===== config.mk =====
export PLATFORM = sky130hd
export DESIGN_NAME = seg_static_drv
export DESIGN_NICKNAME = d
export VERILOG_FILES = /design/src/rtl/seg_static_drv.sv
export SDC_FILE = /design/constraint.sdc
export NUM_CORES = 1
export LEC_CHECK = 0
export CAP_MARGIN = 20
export CORE_UTILIZATION = 28
export CTS_CLUSTER_DIAMETER = 150
export DETAILED_ROUTE_END_ITERATION = 16
export GPL_TIMING_DRIVEN = 0
export PLACE_DENSITY = 0.5
export SYNTH_ARGS = -nofsm -noshare
export SYNTH_HDL_FRONTEND = slang
export SYNTH_SLANG_ARGS = --single-unit

===== constraint.sdc =====
create_clock -name sys_clk -period 2.66 [get_ports sys_clk]
set_input_delay 0.399 -clock sys_clk [delete_from_list [all_inputs] [get_ports sys_clk]]
set_output_delay 0.399 -clock sys_clk [all_outputs]
set_load 0.01 [all_outputs]

===== src/rtl/seg_static_drv.sv =====
// Static 7-segment driver: one hex count shown on every digit at once.
// Optional macro SEG_DP_BLINK_EN makes dp toggle on each accepted tick.
module seg_static_drv #(
    parameter logic [3:0] MAX_VAL   = 4'd15,
    parameter int         SEL_WIDTH = 6
) (
    input  logic                 sys_clk,
    input  logic                 sys_rst_n,
    input  logic                 add_flag,
    input  logic                 hold_req,
    input  logic                 clr_req,
    output logic [SEL_WIDTH-1:0] sel,
    output logic [7:0]           seg_led,
    output logic                 wrap_flag
);

    typedef enum logic {
        RUN  = 1'b0,
        HOLD = 1'b1
    } state_t;

    localparam logic [4:0] MAX_EXT = {1'b0, MAX_VAL};

    state_t     state_q;
    state_t     state_d;
    logic       adv;
    logic [3:0] cnt_val;
    logic [3:0] cnt_d;
    logic       wrap_d;
    logic [6:0] seg_d;
    logic       dp_bit;

    // FSM state register
    always_ff @(posedge sys_clk or negedge sys_rst_n) begin
        if (!sys_rst_n) begin
            state_q <= RUN;
        end else begin
            state_q <= state_d;
        end
    end

    // Next state; add_flag is judged against the pre-toggle state
    always_comb begin
        state_d = state_q;
        adv     = 1'b0;
        case (state_q)
            RUN: begin
                adv = add_flag;
                if (hold_req) state_d = HOLD;
            end
            HOLD: begin
                if (hold_req) state_d = RUN;
            end
        endcase
    end

    // Next count: clear beats advance, wrap only on a real advance
    always_comb begin
        cnt_d  = cnt_val;
        wrap_d = 1'b0;
        if (clr_req) begin
            cnt_d = 4'd0;
        end else if (adv) begin
            if (cnt_val == MAX_VAL) begin
                cnt_d  = 4'd0;
                wrap_d = 1'b1;
            end else begin
                cnt_d = cnt_val + 4'd1;
            end
        end
    end

    // Count register and registered wrap pulse
    always_ff @(posedge sys_clk or negedge sys_rst_n) begin
        if (!sys_rst_n) begin
            cnt_val   <= 4'd0;
            wrap_flag <= 1'b0;
        end else begin
            cnt_val   <= cnt_d;
            wrap_flag <= wrap_d;
        end
    end

`ifdef SEG_DP_BLINK_EN
    logic dp_reg;

    // dp toggles on every accepted advance, cleared with the count
    always_ff @(posedge sys_clk or negedge sys_rst_n) begin
        if (!sys_rst_n) begin
            dp_reg <= 1'b0;
        end else if (clr_req) begin
            dp_reg <= 1'b0;
        end else if (adv) begin
            dp_reg <= ~dp_reg;
        end
    end

    assign dp_bit = ~dp_reg;
`else
    assign dp_bit = 1'b1;
`endif

    // Hex to active-low g..a; values beyond MAX_VAL show blank
    always_comb begin
        seg_d = 7'h7F;
        if ({1'b0, cnt_val} <= MAX_EXT) begin
            case (cnt_val)
                4'h0: seg_d = 7'h40;
                4'h1: seg_d = 7'h79;
                4'h2: seg_d = 7'h24;
                4'h3: seg_d = 7'h30;
                4'h4: seg_d = 7'h19;
                4'h5: seg_d = 7'h12;
                4'h6: seg_d = 7'h02;
                4'h7: seg_d = 7'h78;
                4'h8: seg_d = 7'h00;
                4'h9: seg_d = 7'h10;
                4'hA: seg_d = 7'h08;
                4'hB: seg_d = 7'h03;
                4'hC: seg_d = 7'h46;
                4'hD: seg_d = 7'h21;
                4'hE: seg_d = 7'h06;
                4'hF: seg_d = 7'h0E;
                default: seg_d = 7'h7F;
            endcase
        end
    end

    // Registered display outputs; all digits enabled once out of reset
    always_ff @(posedge sys_clk or negedge sys_rst_n) begin
        if (!sys_rst_n) begin
            sel     <= '1;
            seg_led <= 8'hFF;
        end else begin
            sel     <= '0;
            seg_led <= {dp_bit, seg_d};
        end
    end

endmodule


==> results of run 1 <==
-- area by class of cell --
type	count	area (um2)
Buffer	10	68.8
Clock buffer	4	36.3
Fill cell	275	1530
Inverter	3	11.3
Multi-Input combinational cell	50	343
Sequential cell	14	360
Tap cell	30	37.5
Timing Repair Buffer	18	180
-- flip-flops by register name, summed over array words and instances (netlist names) --
name,count
wrap_flag,1
sel,1
state_q,1
cnt_val,4
seg_led,7
-- cells in the mapped netlist (3+ instances only) --
library cell,instances
dfrtp_1,6
o21ai_0,4
dfstp_2,8
nand3b_1,3
nand2_1,5
nand3_1,3
ha_1,7
a21oi_1,8
buf_4,6
-- routing by layer --
layer	track usage, %	routed length [um]
met4	8.75	15
met1	13.3	619
met5	0	0
met2	17.7	680
met3	1.64	69
-- worst paths after layout --
kind | from | endpoint | slack (ns) | cells after the start
max | sel[4]$_DFF_PN1_ | sel[1] | 0.78 | 2
min | state_q$_DFF_PN0_ | state_q$_DFF_PN0_ | 0.49 | 1
max reg2reg | cnt_val[0]$_DFFE_PN0P_ | cnt_val[1]$_DFFE_PN0P_ | 0.99 | 5
min reg2reg | state_q$_DFF_PN0_ | state_q$_DFF_PN0_ | 0.49 | 1
max in group asynchronous | sys_rst_n | cnt_val[2]$_DFFE_PN0P_ | 1.77 | 1
min in group asynchronous | sys_rst_n | cnt_val[1]$_DFFE_PN0P_ | 0.50 | 1
-- cells by family (layout without fill, tap and decap cells) --
group           after synthesis  after routing  synth area share [%]
flops                        14             14                  46.0
mux                           3              3                  3.99
other cells                   2              2                 0.959
xor+xnor                      2              2                  2.24
fa+ha+maj                     7              7                  11.2
compound gates               17             17                  12.1
buf+inv                      13             35                  10.2
simple gates                 19             19                  13.3
-- placed cells by master (no fill, tap or decap), drive strengths merged --
master | Yosys | routed
clkdlybuf4s50 | 0 | 18
a21oi | 8 | 8
dfstp | 8 | 8
buf | 8 | 8
ha | 7 | 7
dfrtp | 6 | 6
clkbuf | 2 | 6
nand2 | 5 | 5
o21ai | 4 | 4
nand3 | 3 | 3
nand3b | 3 | 3
inv | 3 | 3
nand2b | 2 | 2
a211oi | 2 | 2
mux2i | 2 | 2
nor2 | 2 | 2
xor2 | 2 | 2
conb | 2 | 2
o21a | 1 | 1
mux2 | 1 | 1
nor2b | 1 | 1
a31oi | 1 | 1
o22ai | 1 | 1
nor3 | 1 | 1
or3b | 1 | 1
or4 | 1 | 1
-- stage by stage --
step / cell area (um2) / hold slack (ns) / utilization, %
2_1_floorplan: 783 / 0.103 / -
3_3_place_gp: 1000 / 0.487 / 39.0
3_5_place_dp: 1000 / 0.489 / 39.0
4_1_cts: 1040 / 0.506 / 40.4
5_1_grt: 1040 / 0.543 / 40.4
6_report: 1040 / 0.495 / 40.4
-- power by group --
| part | switching [W] | internal [W] |
|---|---|---|
| logic | 0.0000758 | 0.0000953 |
| clock network | 0.0000682 | 0.0000832 |
| registers | 0.0000241 | 0.000259 |
| total | 0.000168 | 0.000438 |
==> results.txt, run 1 <==
The number of clock buffers added by TritonCTS is 3. The count of warnings emitted by yosys is 0. The worst clock skew on the final layout came out at 0.00101 ns. The placer's final routability congestion estimate came out at between 0.7 and 0.8.

The flow ran to the end, and the final reports show no timing, DRC or antenna violations. STA classifies the critical path endpoint as a primary output. For the pin with the worst max-slew slack, the measured transition is 0.609 ns. The number of buffer and inverter instances along the worst setup path came out at 2. The slowest stage of the critical path belongs to the cell dfstp_2. TritonCTS built the clock tree. The count of endpoints failing hold in the final timing report is 0. The remaining antenna violation count came out at 0. Buffers placed on the I/O ports in this run total 18. The quantity of hold-fixing buffers added after cts came out at 0.

The initial antenna violation count is 0. The row count is 18. The number of optimization iterations in the first detailed-route pass came out at 4. Summed over all layers, the routed wires come to around 1400 um. The most used flip-flop cell after synthesis is dfstp_2. The first-pass GRT wire length is 2270 um. In this run the clock root is driven by a clkbuf_4. The total standard cell area after synthesis is roughly 780 um2. The top achievable clock speed came out at 533 MHz.

Walking the worst path, the cells encountered are buf_4, clkdlybuf4s50_1. In this run the worst path has a maximum fanout of 6. The delay contributed by the slowest stage of the critical path came out at 0.58 ns. The post-synthesis register bit count is 14.

The worst-case clock buffer depth came out at 2. Of all cell types, the one taking the most synthesized area is dfstp_2. After the first detailed-routing iteration, the DRC count stood at 7. The fraction of final layout cells with drive strength greater than 1 came out at 22.2%. The number of ports placed on the die boundary is 20. The portion of the clock cycle consumed by the worst path in the final layout came out at 70.6%. The filler-free cell count of the finished design came out at 129. The critical setup path kind is register to primary output. The count of placed standard cells including taps is 125.

The post-route setup TNS is 0 ns. The average via count per standard cell came out at 4.43. The worst-case IR drop observed on VDD is 0.274 mV. Setup violations remaining at the end of the flow were counted as 0. The detailed-route DRC error count came out at 0.

The worst setup path is launched from a register. The average footprint of a synthesized cell came out at 10.2 um2. The CTS clock-pin slew for the worst setup and hold paths came out at 0.08 ns.

The number of nets handed over by synthesis was between 80 and 90. The initial utilization of the core area, before any placement, comes to 30.5%. From synthesis to final layout, the design area changed by 32.4%.

After detailed routing, the average wire length per cell comes to ~11 um. The number of synthesized flops with an enable pin came out at 0. The post-cts gate resize count is 0. The headroom to the max-slew limit came out at 59.3%. The worst setup slack before clock tree synthesis came out at 0.997 ns. The total number of clock tree sinks is 14. The CTS H-tree depth is 1. At the later pin of the worst-skew pair, clock insertion delay measures 0.28 ns.

In this run the worst hold path is classified as register to register. The core region is 2570 um2. For the worst setup path, the data arrival time is 1.48 ns.

The final layout net count came out at ~110. The die is 54.9 um wide. The overall via count from detail_route is 571. The buffer count from post-CTS setup fixing is 0. The via count of the first global-routing pass came out at 515. The gate count after technology mapping is 77. Setup repair after global routing left no endpoint under its margin. The async set-reset flop share out of synthesis came out at 100%. The completed layout was analyzed and its total power is 0.000606 W. The worst setup margin came out at ~0.78 ns. Across the run, the number of max-cap violations was 0. The worst path required time is 2.26 ns. The die height came out at approximately 55 um.

The clock period could shrink to 1.88 ns. The category of cells accounting for the largest share of critical-path delay is buffers and inverters. The final HPWL from detailed placement is 1000 um. For this run the aggregate overflow at the end of global routing stands at 0. Summing the sequential cell areas from Yosys gives 46.0% of the chip area. The count of pins over their slew limit came to 0. The number of diodes added for antenna fixing is 0. The pin count of the biggest net entering global routing came out at 15. The standby leakage power came out at between 0.4 and 0.5 nW. The total power divided by cell area is 584 nW/um2.

The die covers around 3000 um2. The area share of the largest cell type after synthesis is 26.8%. The overall routing resource usage is roughly 11%. By area the synthesized netlist is led by dfstp_2 27%, dfrtp_1 19%, ha_1 11%, buf_4 5.8%, a21oi_1 5.1%. In this run, distinct cell masters in the synthesized netlist total 28.
Note: power is estimated with default switching activity, not from simulation.
==> run 2: changes to the inputs <==
--- a/config.mk
+++ b/config.mk
@@ -10,7 +10,7 @@
 export CTS_CLUSTER_DIAMETER = 150
 export DETAILED_ROUTE_END_ITERATION = 16
 export GPL_TIMING_DRIVEN = 0
-export PLACE_DENSITY = 0.5
+export PLACE_DENSITY = 0.51
 export SYNTH_ARGS = -nofsm -noshare
 export SYNTH_HDL_FRONTEND = slang
 export SYNTH_SLANG_ARGS = --single-unit
==> constraint.sdc (replaced) <==
create_clock -name sys_clk -period 1.65 [get_ports sys_clk]
set_input_delay 0.2475 -clock sys_clk [delete_from_list [all_inputs] [get_ports sys_clk]]
set_output_delay 0.2475 -clock sys_clk [all_outputs]
set_load 0.01 [all_outputs]
==> run 2 against run 1 <==
  * Core utilization grew 1.1 points
  * Clock-buffer cell count is the same
  * Combinational power is 73% higher
  * Non-clock buffer count rose by 4
  * Power increased by 65%
  * Final area is 2.8% higher
  * Global-route usage grew 0.43 points
  * Sequential power is 60% higher
  * Sequential share of layout area fell by 0.70 points
  * Hold slack worse by 0.16 ns
  * Setup slack got worse by 0.71 ns
  * Cell count rose by 3.1%
==> results.txt, run 2 (same netlist as run 1, synthesis figures left out) <==
Result of the run: complete, no violations (unchanged). The top fanout value on the critical path came out at 3 (was 6). Most frequent cells in the layout: 12 x clkdlybuf4s50_1, 11 x buf_4, 8 x a21oi_1, 8 x dfstp_2, 7 x ha_1 (was 18 x clkdlybuf4s50_1, 8 x a21oi_1, 8 x dfstp_2). The flip-flop count of the largest register after layout came out at 7 (unchanged).

The initial antenna violation count was 0 (unchanged). The CTS clock-pin slew for the worst setup and hold paths is 0.09 ns (was 0.08 ns). The standby leakage power came out at 0.448 nW (was 0.416 nW).

The remaining antenna violation count came out at 0 (unchanged). The power share of the clock group is 25.1% (was 25.0%). The number of ports placed on the die boundary came to 20 (unchanged). The top achievable clock speed is 633 MHz. The total number of clock tree sinks is 14 (unchanged).

The overall routing resource usage is 11.5% (was 11.1%). The worst path required time is 1.40 ns (was 2.26 ns). The register with the highest flop count is seg_led (unchanged).

The final HPWL from detailed placement came out at 1020 um (was 1000 um). The synthesis-to-finish area growth is 36.1% (was 32.4%). The placer's final routability congestion estimate is 0.740 (was 0.767). The via count of the first global-routing pass is 523 (was 515).

The violation count after the first detailed-routing iteration came out at 3 (was 7). The root buffer cell is clkbuf_4 (unchanged). The number of violations of the max-capacitance limit came to 0 (unchanged). The first-pass GRT wire length came out at 2330 um (was 2270 um).

The headroom to the max-slew limit is 60.0% (was 59.3%). The number of clock buffers inserted by TritonCTS came to 3 (unchanged). The quantity of hold-fixing buffers added after cts is 0 (unchanged).

The worst-case clock buffer depth came out at 2 (unchanged). The CTS H-tree depth was 1 (unchanged). The sort of element at the end of the critical path is a primary output (unchanged). The switching portion of total power was 28.0% (was 27.7%).

The share of total power in combinational logic came out at 29.5% (was 28.2%). The final setup violation count was 0 (unchanged). The most common library cell in the layout ignoring fill and taps is clkdlybuf4s50_1 (unchanged). The number of port buffers is 18 (unchanged). The number of optimization iterations in the first detailed-route pass is 4 (unchanged). The total congestion overflow after global routing was 0 (unchanged). The count of pins over their slew limit came to 0 (unchanged). The data arrival time of the critical path came out at 1.33 ns (was 1.48 ns). The nature of the critical path startpoint is a register (unchanged). The total detailed-routing wirelength came out at 1440 um (was 1380 um). The pin slew with the least headroom to its limit came out at 0.598 ns (was 0.609 ns). The total power divided by cell area came to 937 nW/um2 (was 584 nW/um2). The overall via count from detail_route came out at 615 (was 571). The die height came out at 54.9 um (unchanged). The full die area came out at 3010 um2 (unchanged). The clock latency on the worst-skew pair was 0.28 ns (about the same). The final critical path time including I/O delays and setup came out at 1.58 ns. The horizontal die dimension came out at 54.9 um (unchanged).

The pin count of the biggest net entering global routing is 15 (unchanged). The cell-internal power came out at 0.000719 W (was 0.000438 W). Largest registers: seg_led (7), cnt_val (4) (unchanged). The switching power summed over all nets is 0.000280 W (was 0.000168 W).

The worst clock skew on the final layout was 0.00341 ns (was 0.00101 ns). The number of diodes added for antenna fixing was 0 (unchanged). The critical setup path kind was register to primary output (unchanged).

The TritonCTS clock tree is done (unchanged). In the finished design, the share of the clock period the worst path needs comes to 95.7%. The average wire length per cell after detail routing is 10.8 um (was 10.7 um). Unrepaired setup endpoints after global routing: no (unchanged). The final layout net count is 116 (was 112).

The row count is 18 (unchanged). The fraction of final layout cells with drive strength greater than 1 came to 28.2% (was 22.2%). The detailed-route DRC error count is 0 (unchanged). The maximum resistive drop on vdd came out at 0.483 mV (was 0.274 mV).

The effective utilization at floorplan is 30.5% (unchanged). The worst hold margin is 0.334 ns (was 0.495 ns). The average via count per standard cell came out at 4.62 (was 4.43).

The worst setup slack before clock tree synthesis came out at -0.00146 ns (was 0.997 ns). The worst setup margin came out at 0.0711 ns (was 0.782 ns). The sequential share of power came out at 45.4% (was 46.8%). The worst hold-check path type is primary input to async pin (was register to register). The total core area is 2570 um2 (unchanged). The count of endpoints failing hold in the final timing report is 0 (unchanged).
-- run 2: through the flow --
stage	util (%)	std cells	setup TNS (ns)	cell area (um2)	power, W
after floorplan	-	77	0	783	0.000619
after global placement	39.0	125	0	1000	0.000738
after detailed placement	39.0	125	-0.00146	1000	0.000740
after CTS	40.8	131	0	1050	0.00101
after global routing	41.5	133	0	1070	0.00107
final	41.5	133	0	1070	0.000999
-- run 2: final cells by class --
cell class	count	area (um2)
buffer	10	68.8
timing repair buffer	22	206
sequential	14	363
multi-input combinational	50	343
tap	30	37.5
inverter	3	11.3
clock buffer	4	36.3
fill	270	1500
-- run 2: final timing paths --
| kind | startpoint | endpoint | slack [ns] | depth (start not counted) |
|---|---|---|---|---|
| max | sel[4]$_DFF_PN1_ | sel[4] | 0.07 | 4 |
| min | sys_rst_n | cnt_val[2]$_DFFE_PN0P_ | 0.33 | 1 |
| max reg2reg | cnt_val[0]$_DFFE_PN0P_ | cnt_val[1]$_DFFE_PN0P_ | 0.12 | 5 |
| min reg2reg | state_q$_DFF_PN0_ | state_q$_DFF_PN0_ | 0.50 | 1 |
| max in group asynchronous | sys_rst_n | cnt_val[1]$_DFFE_PN0P_ | 0.89 | 1 |
| min in group sys_clk | state_q$_DFF_PN0_ | state_q$_DFF_PN0_ | 0.50 | 1 |
-- run 2: critical path: stages, from the launching register on --
cell	delay, ns
dfstp_2	0.54
buf_4	0.11
buf_4	0.10
buf_4	0.09
clkdlybuf4s15_1	0.22
-- run 2: per-layer routing --
metal / vias to the layer above / track usage, % / wire length, um
li1: 305 / - / -
met1: 293 / 14.4 / 612
met2: 17 / 17.7 / 755
met3: 0 / 3.28 / 71
met4: 0 / 6.67 / 0
met5: - / 0 / 0
-- run 2: power by group through the flow --
stage	registers (W)	clock network (W)	logic [W]
floorplan	0.000476	0	0.000142
global placement	0.000462	0	0.000276
detailed placement	0.000464	0	0.000276
CTS	0.000458	0.000272	0.000277
global route	0.000464	0.000279	0.000330
finish	0.000454	0.000250	0.000295
-- run 2: what timing repair did --
item                                    CTS  global route
resized for setup                         6             5
endpoints found under the setup margin    7             4
buffers inserted                          2             2
==> run 3: changes to the inputs <==
--- a/config.mk
+++ b/config.mk
@@ -6,6 +6,7 @@
 export NUM_CORES = 1
 export LEC_CHECK = 0
 export CAP_MARGIN = 20
+export CORE_ASPECT_RATIO = 1.75
 export CORE_UTILIZATION = 28
 export CTS_CLUSTER_DIAMETER = 150
 export DETAILED_ROUTE_END_ITERATION = 16
==> run 3 against run 2 <==
  * Maximum frequency grew 3.3%
  * Via count is 5.7% lower
  * Register-to-register slack is essentially flat
  * Critical path depth shrank 3
  * Clock skew rose by 0.00053 ns
  * First-iteration DRC count rose to 3.3 times the previous value
  * Global-route usage down 0.79 points
  * Routed wire length shrank 4.9%
  * Final area is 1.5% lower
  * Critical path type unchanged
  * Critical endpoint is now seg_led[4]
==> results.txt, run 3 (same netlist as run 1, synthesis figures left out) <==
Result of the run: complete, no violations (unchanged). The via count of the first global-routing pass is 554 (was 523). The total number of clock tree sinks came to 14 (unchanged).

The placer's final routability congestion estimate came to 0.731 (was 0.740). The cell depth of the worst flop-to-flop path was 5 (unchanged). The root buffer cell is clkbuf_8 (was clkbuf_4). The startpoint of the most critical setup path was seg_led[4]$_DFF_PN1_ (was sel[4]$_DFF_PN1_). The flop-to-flop setup slack came to 0.12 ns (about the same). The number of violations of the max-capacitance limit is 0 (unchanged). Largest registers: seg_led (7), cnt_val (4) (unchanged). The CTS H-tree depth came out at 1 (unchanged). The final layout net count is 112 (was 116).

The register with the highest flop count is seg_led (unchanged). The violation count after the first detailed-routing iteration is 10 (was 3). The switching power summed over all nets came out at 0.000279 W (was 0.000280 W). The TritonCTS clock tree is done (unchanged). The final HPWL from detailed placement came out at 1070 um (was 1020 um). The number of optimization iterations in the first detailed-route pass is 2 (was 4). The number of ports placed on the die boundary came out at 20 (unchanged). The average wire length per cell after detail routing came to 10.9 um (was 10.8 um). The routed length on met3 is 58 um (was 71 um). The delay contributed by the slowest stage of the critical path is 0.52 ns (was 0.54 ns). The pin slew with the least headroom to its limit came out at 0.609 ns (was 0.598 ns).

The initial antenna violation count came out at 0 (unchanged). The CTS clock-pin slew for the worst setup and hold paths came out at 0.06 ns (was 0.09 ns). The buffer count from post-CTS setup fixing came out at 0 (was 2).

The final setup violation count came to 0 (unchanged). Unrepaired setup endpoints after global routing: no (unchanged). The pin count of the biggest net entering global routing came out at 15 (unchanged). The top achievable clock speed is 654 MHz (was 633 MHz). The count of placed standard cells including taps is 122 (was 125).

The sort of element at the end of the critical path is a primary output (unchanged). The headroom to the max-slew limit came out at 59.2% (was 60.0%). The worst-case clock buffer depth is 2 (unchanged). The sequential share of power came out at 43.3% (was 45.4%). The top fanout value on the critical path is 1 (was 3). The switching portion of total power was 26.3% (was 28.0%).

The total core area is 2690 um2 (was 2570 um2). The most common library cell in the layout ignoring fill and taps is clkdlybuf4s50_1 (unchanged). The post-cts gate resize count is 5 (was 6).

The worst clock skew on the final layout came out at 0.00394 ns (was 0.00341 ns). The share of total power in combinational logic was 25.2% (was 29.5%). The quantity of hold-fixing buffers added after cts came out at 0 (unchanged). The wire length on met1 is 490 um (was 612 um). The synthesis-to-finish area growth was 34.0% (was 36.1%). The worst setup slack before clock tree synthesis came out at 0.0248 ns (was -0.00146 ns). The average via count per standard cell is 4.60 (was 4.62). The final standard cell utilization of the core came out at 39.0% (was 41.5%). The worst hold-check path type is primary input to async pin (unchanged). The post-route setup TNS came out at 0 ns (unchanged). The effective utilization at floorplan came to 29.1% (was 30.5%). The fraction of final layout cells with drive strength greater than 1 was 23.2% (was 28.2%). The number of buffer and inverter instances along the worst setup path came out at 1 (was 4). The maximum resistive drop on vdd came out at 0.604 mV (was 0.483 mV). The full die area is 3020 um2 (was 3010 um2). The filler-free cell count of the finished design is 126 (was 133). The final-layout fill cell count came out at 273 (was 270). The count of pins over their slew limit came to 0 (unchanged).

Most frequent cells in the layout: 12 x clkdlybuf4s50_1, 8 x a21oi_1, 8 x dfstp_2 (was 12 x clkdlybuf4s50_1, 11 x buf_4, 8 x a21oi_1, 8 x dfstp_2, 7 x ha_1). The final critical path time including I/O delays and setup is 1.53 ns (was 1.58 ns). The cell-internal power came out at 0.000780 W (was 0.000719 W). The number of clock buffers inserted by TritonCTS is 3 (unchanged). The remaining antenna violation count is 0 (unchanged). The slowest stage cell on the critical path was dfstp_2 (unchanged).

The overall routing resource usage came to 10.7% (was 11.5%). The detailed-route DRC error count is 0 (unchanged). The first-pass GRT wire length is 2360 um (was 2330 um). The total power divided by cell area is 1010 nW/um2 (was 937 nW/um2).

The nature of the critical path startpoint is a register (unchanged). The horizontal die dimension came out at 42.0 um (was 54.9 um). The number of port buffers came to 18 (unchanged). The worst setup margin is 0.121 ns (was 0.0711 ns). The row count came out at 25 (was 18). CP cell instances: clkdlybuf4s50_1 (was buf_4, buf_4, buf_4, clkdlybuf4s15_1). The portion of the clock cycle consumed by the worst path in the final layout is 92.7% (was 95.7%). The met2 routed wirelength came to 768 um (was 755 um).

The standby leakage power is 0.439 nW (was 0.448 nW). The overall via count from detail_route is 580 (was 615). The power share of the clock group came out at 31.5% (was 25.1%). The data arrival time of the critical path is 1.28 ns (was 1.33 ns). The die height came out at 72.0 um (was 54.9 um). The capture point of the critical path was seg_led[4] (was sel[4]). The total detailed-routing wirelength came out at 1370 um (was 1440 um). The capture point of the worst reg-to-reg path is cnt_val[1]$_DFFE_PN0P_ (unchanged). The category of cells accounting for the largest share of critical-path delay is flip-flops (unchanged). The worst path required time is 1.40 ns (about the same).

The clock latency on the worst-skew pair came out at 0.25 ns (was 0.28 ns). The reg-to-reg startpoint is cnt_val[0]$_DFFE_PN0P_ (unchanged). The highest metal layer with signal wires was met4 (was met3). The critical setup path kind is register to primary output (unchanged). The worst hold margin was 0.383 ns (was 0.334 ns). The number of diodes added for antenna fixing is 0 (unchanged).

The total congestion overflow after global routing came out at 0 (unchanged). The flip-flop count of the largest register after layout came out at 7 (unchanged). The count of cell instances traversed by the critical path is 1 (was 4).

The count of endpoints failing hold in the final timing report is 0 (unchanged).
## run 3: cell count changes in the layout (fill, tap and decap cells not counted)
cell,change
dlygate4sd2_1,+2
clkbuf_4,-3
dfrtp_1,+1
clkbuf_8,+3
dfrtp_2,-1
buf_4,-5
clkdlybuf4s15_1,-1
## run 3: stage by stage
stage,total power [W],cell area [um2]
floorplan,0.000619,783
global route,0.00112,1050
CTS,0.00108,1050
finish,0.00106,1050
global placement,0.000738,997
detailed placement,0.000741,997
## run 3: area by class of cell
class                           count  area [um2]  share of cell area (%)
Sequential cell                    14         362                    34.4
Timing Repair Buffer               18         176                    16.8
Inverter                            3        11.3                    1.07
Clock buffer                        4        55.1                    5.24
Buffer                             10        68.8                    6.56
Multi-Input combinational cell     50         343                    32.7
Tap cell                           27        33.8                    3.22
## run 3: worst min-delay path by stage
stage | startpoint | to | cells after the start
CTS | sys_rst_n | cnt_val[2]$_DFFE_PN0P_ | 1
floorplan | sys_rst_n | cnt_val[0]$_DFFE_PN0P_ | 0
global placement | state_q$_DFF_PN0_ | state_q$_DFF_PN0_ | 1
global route | sys_rst_n | cnt_val[1]$_DFFE_PN0P_ | 1
detailed placement | state_q$_DFF_PN0_ | state_q$_DFF_PN0_ | 1
finish | sys_rst_n | cnt_val[2]$_DFFE_PN0P_ | 1
## run 3: per-layer routing
| layer | vias up | track usage (%) |
|---|---|---|
| met5 | - | 0 |
| met4 | 0 | 8.60 |
| met3 | 4 | 1.74 |
| met2 | 19 | 19.4 |
| met1 | 265 | 10.4 |
| li1 | 292 | - |
## run 3: power groups by stage
| stage | Sequential, W | Clock (W) | Combinational, W |
|---|---|---|---|
| 2_1_floorplan | 0.000476 | 0 | 0.000142 |
| 3_3_place_gp | 0.000462 | 0 | 0.000276 |
| 3_5_place_dp | 0.000464 | 0 | 0.000276 |
| 4_1_cts | 0.000459 | 0.000352 | 0.000273 |
| 5_1_grt | 0.000465 | 0.000361 | 0.000293 |
| 6_report | 0.000458 | 0.000333 | 0.000267 |
## run 3: worst register-to-register path, cell delays in order, from the launching register on
cell and delay [ns]:
dfrtp_2 0.43, inv_1 0.15, ha_1 0.33, inv_1 0.05, or3b_1 0.36, a21oi_1 0.13
==> RTL edit 1 (settings of run 1) <==
Put one more register stage on the output `seg_led`, cleared by the reset. The value now appears one clock later. The other outputs are not delayed to match.
--- a/src/rtl/seg_static_drv.sv
+++ b/src/rtl/seg_static_drv.sv
@@ -20,6 +20,8 @@
     } state_t;
 
     localparam logic [4:0] MAX_EXT = {1'b0, MAX_VAL};
+
+    logic [7:0] seg_led_s0;
 
     state_t     state_q;
     state_t     state_d;
@@ -130,10 +132,18 @@
     always_ff @(posedge sys_clk or negedge sys_rst_n) begin
         if (!sys_rst_n) begin
             sel     <= '1;
-            seg_led <= 8'hFF;
+            seg_led_s0 <= 8'hFF;
         end else begin
             sel     <= '0;
-            seg_led <= {dp_bit, seg_d};
+            seg_led_s0 <= {dp_bit, seg_d};
+        end
+    end
+
+    always_ff @(posedge sys_clk or negedge sys_rst_n) begin
+        if (!sys_rst_n) begin
+            seg_led <= '0;
+        end else begin
+            seg_led <= seg_led_s0;
         end
     end
 
Function: changed (a bounded check fails within 4 cycles, from zero or initial values and one cycle with sys_rst_n low).
==> RTL edit 1 against run 1 <==
- final area is 23% higher
- total power rose by 42%
- synthesized cell count increased by 9.1%
- sequential power increased by 52%
- setup slack got worse by 0.048 ns
- area after synthesis is 25% higher
- sequential cell count increased by 8
- routed wire length grew 9.6%
- largest cell class unchanged
- largest power group unchanged
==> RTL edit 1: results (changes against run 1) <==
Finish
  – # nets final: 120 (+7.1%)
  – Post-route cell area: 1280 sq um (+23%)
  – Fill cells: 326 (+19%)
  – Largest regs: seg_led: 8 flops, seg_led_s0: 7 flops, cnt_val: 4 flops
  – N_diodes: 0 (unchanged)
  – Fraction of layout instances using a drive strength above 1: 0.196 (-0.0260)

Detailed routing
  – DRT iter0 DRCs: 5 (-2)
  – Drt pass-1 iters: 3 (-1)
  – Drt wl/cell: 9.92 um (-7.6%)
  – Via density: 4.23 (-4.5%)

Clock tree
  – Clock Tree Root: clkbuf_4
  – Clock-pin transition on the worst setup and hold timing paths: 0.12 ns (+0.04 ns)
  – H-tree levels: 1 (unchanged)

Placed design
  – IO buf count: 19 (+1)
  – Placed inst area: 1220 sq um (+22%)
  – Place WS: 1.01 ns (+0.0171 ns)
  – Final HPWL DP: 1110 um (+10%)
  – Placed cells: 149 (+19%)
  – Placer Congestion: 0.774 (+0.87%)

Timing
  – Worst Tran Pin Value: 0.939 ns (+0.330 ns)
  – Clock Skews: 0.0118 ns (+0.0107 ns)
  – Hold Slack: 0.397 ns (-0.0977 ns)

Power and ir drop
  – Peak supply drop: 442 uV (+61%)
  – Leakage: 0.525 nW (+26%)

Synthesis
  – List of most frequent post-synthesis cells: dfrtp_1, a21oi_1, dfstp_2
  – Syn nets: 96 (+7.9%)
  – Ranking of synthesized cells by area: dfrtp_1, dfstp_2, ha_1
  – Mean Syn Cell Area: 11.6 sq um (+14%)
  – Register area share after synthesis: 0.574 (+0.114)
  – Top FF cell, synth: dfrtp_1

Worst setup path
  – RR Startpoint: cnt_val[0]
  – Flop2flop setup slack: 0.99 ns (about the same)

Min path
  – HP Class: register to register
  – Worst hold path endpoint: seg_led[3]

GRT
  – Overall routing resource usage: 0.0977 (-0.0132)
  – Vias in the first global route: 609 (+18%)
  – Largest net degree at the start of global routing: 23 (+8)

Run status
  – Status: completed
==> RTL edit 1: cell count changes after synthesis, sizes merged <==
cell / before / now
buf: 8 / 7
dfrtp: 6 / 14
==> RTL edit 1: layer usage <==
metal,up-vias,track usage,part of all wire
li1,317,-,-
met1,308,0.110,0.45
met2,20,0.161,0.48
met3,2,0.0483,0.053
met4,0,0.0325,0.011
met5,-,0,0
==> RTL edit 1: area by class of cell <==
cell class	instances	share of cell area
flip-flops and latches	22	0.439
multi-input cells	50	0.269
repair buffers	19	0.149
plain buffers	9	0.0480
well taps	46	0.0451
clock inverters	1	0.0235
clock buffers	3	0.0176
inverters	3	0.00882
==> RTL edit 1: how the worst max path moves through the flow <==
stage | end | slack (ns) | cells past startpoint | start
floorplan | cnt_val[1] | 1.19 | 5 | cnt_val[0]
global route | sel[1] | 0.65 | 2 | sel[4]
finish | sel[2] | 0.73 | 2 | sel[4]
CTS | sel[2] | 0.70 | 2 | sel[4]
detailed placement | cnt_val[1] | 1.01 | 5 | cnt_val[0]
global placement | cnt_val[3] | 1.04 | 4 | add_flag
==> RTL edit 1: cell families (layout without fill, tap and decap cells) <==
| group | Yosys count | count (layout) | synth area share |
|---|---|---|---|
| adder cells (fa/ha/maj) | 7 | 7 | 0.0897 |
| flip-flops | 22 | 22 | 0.574 |
| XOR/XNOR | 2 | 2 | 0.0180 |
| multiplexers | 3 | 3 | 0.0321 |
| AO/OA/AOI/OAI | 17 | 17 | 0.0974 |
| AND/OR/NAND/NOR | 19 | 19 | 0.106 |
| other | 2 | 2 | 0.00770 |
| buffers and inverters | 12 | 35 | 0.0744 |
==> RTL edit 1: critical path: stages, from the launching register on <==
cell and delay (ns):
dfstp_2 0.59, buf_4 0.11, clkdlybuf4s50_1 0.52
==> RTL edit 1: report_power, final <==
part / leakage, nW / internal (mW) / total [mW] / switching [mW]
registers: 0.266 / 0.400 / 0.430 / 0.0301
logic: 0.231 / 0.0955 / 0.172 / 0.0768
clock network: 0.0279 / 0.152 / 0.258 / 0.106
total: 0.525 / 0.648 / 0.861 / 0.213
==> RTL edit 2 (config.mk and constraints of run 1) <==
Without the edit above. Build with the macro `SEG_DP_BLINK_EN` defined.
--- a/src/rtl/seg_static_drv.sv
+++ b/src/rtl/seg_static_drv.sv
@@ -1,5 +1,7 @@
 // Static 7-segment driver: one hex count shown on every digit at once.
 // Optional macro SEG_DP_BLINK_EN makes dp toggle on each accepted tick.
+`define SEG_DP_BLINK_EN
+
 module seg_static_drv #(
     parameter logic [3:0] MAX_VAL   = 4'd15,
     parameter int         SEL_WIDTH = 6
Check against the original RTL: not equivalent (a bounded check fails within 4 cycles, from zero or initial values and one cycle with sys_rst_n low).
==> RTL edit 2 against run 1 <==
- the run now ends with design-rule violations left
- highest routed layer unchanged
- utilization shrank 0.53 points
- worst hold slack lost 0.11 ns
- clock power grew 9%
- largest cell class unchanged
- clock skew grew 0.0014 ns
- total power grew 21%
- final area grew 9.7%
- sequential cell count grew 2
- sequential share of layout area grew 1.5 points
- setup slack lost 0.020 ns
- critical path type unchanged
- routed wire length grew 9.5%
- area after synthesis grew 11%
==> RTL edit 2: results (changes against run 1) <==
Finish
  – Fraction of layout instances using a drive strength above 1: 0.275 (+0.0523)
  – Fill cells: 305 (+11%)
  – Post-Layout Cell Count: 133 (+3.1%)
  – # nets final: 115 (+2.7%)
  – Largest regs: seg_led: 8 flops, cnt_val: 4 flops

Placed design
  – Placed inst area: 1100 sq um (+10%)
  – Placer Congestion: 0.802 (+4.5%)
  – Final HPWL DP: 1180 um (+18%)
  – IO buf count: 19 (+1)

Power and ir drop
  – Peak supply drop: 300 uV (+9.6%)
  – Leakage: 0.478 nW (+15%)

GRT
  – Vias in the first global route: 596 (+16%)
  – Largest net degree at the start of global routing: 17 (+2)
  – Met2 Usage GRT: 0.179 (+0.00228)
  – First-pass GRT wire length: 2640 um (+16%)
  – Met3 usage: 0.0335 (+0.0171)

Timing
  – Clock Skews: 0.00236 ns (+0.00135 ns)

Synthesis
  – Syn nets: 91 (+2.2%)
  – Mean Syn Cell Area: 11.0 sq um (+8.5%)
  – Register area share after synthesis: 0.472 (+0.0120)
  – Ranking of synthesized cells by area: dfstp_2, dfrtp_1, ha_1
  – List of most frequent post-synthesis cells: dfstp_2, dfrtp_1, ha_1

Worst setup path
  – CP Data Arrival Time: 1.50 ns (+0.02 ns)
  – Crit path max-delay family: buffers and inverters

Run status
  – Violated checks: design-rule violations
  – Status: finished, violations left

Detailed routing
  – Drt wl/cell: 11.4 um (+6.2%)
  – Via density: 4.74 (+7.0%)
  – DRC: 2 (+2)
  – DRT iter0 DRCs: 5 (-2)
==> RTL edit 2: layer usage <==
metal	share of wire	wire length, um
met5	0	0
met4	0.014	21
met3	0.059	89
met2	0.49	747
met1	0.43	657
==> RTL edit 2: report_power, final <==
| part | internal (mW) | switching [mW] | leakage, nW | total [mW] |
|---|---|---|---|---|
| Clock | 0.0834 | 0.0805 | 0.0210 | 0.164 |
| Combinational | 0.125 | 0.103 | 0.269 | 0.228 |
| Sequential | 0.308 | 0.0314 | 0.188 | 0.340 |
| Total | 0.517 | 0.214 | 0.478 | 0.731 |
==> RTL edit 2: cells by family after synthesis <==
| group | synth area share |
|---|---|
| xor gates and xnor gates | 0.0301 |
| DFF | 0.472 |
| buffers and inverters | 0.108 |
| muxes | 0.0516 |
| AOI/OAI and AO/OA | 0.105 |
| and+or+nand+nor | 0.129 |
| adders and majority gates | 0.100 |
| other | 0.00430 |
==> RTL edit 2: final timing paths <==
check	slack, ns	endpoint	cells after the start	startpoint
max	0.76	sel[1]	2	sel[4]
min	0.39	seg_led[7]	1	dp_reg
max reg2reg	1.19	seg_led[3]	5	cnt_val[1]
min reg2reg	0.39	seg_led[7]	1	dp_reg
max in group asynchronous	1.70	cnt_val[3]	1	sys_rst_n
min in group asynchronous	0.52	cnt_val[0]	1	sys_rst_n
==> RTL edit 2: cell type report <==
| cell class | instances | share of cell area |
|---|---|---|
| repair buffers | 19 | 0.167 |
| well taps | 31 | 0.0341 |
| flip-flops and latches | 16 | 0.362 |
| plain buffers | 9 | 0.0693 |
| clock buffers | 4 | 0.0319 |
| inverters | 4 | 0.0132 |
| multi-input cells | 50 | 0.322 |
==> RTL edit 2: worst register-to-register path: cells and delay by family, from the launching register on <==
kind,cells,cell delay (ns)
AND/OR/NAND/NOR,1,0.18
AO/OA/AOI/OAI,2,0.35
buffers and inverters,1,0.15
adder cells (fa/ha/maj),1,0.24
flip-flops,1,0.49
==> RTL edit 2: metrics by stage <==
stage | utilization | worst slack [ns]
6_report | 0.399 | 0.762
5_1_grt | 0.399 | 0.686
4_1_cts | 0.399 | 0.736
3_5_place_dp | 0.386 | 1.07
3_3_place_gp | 0.386 | 1.09
2_1_floorplan | - | 1.43
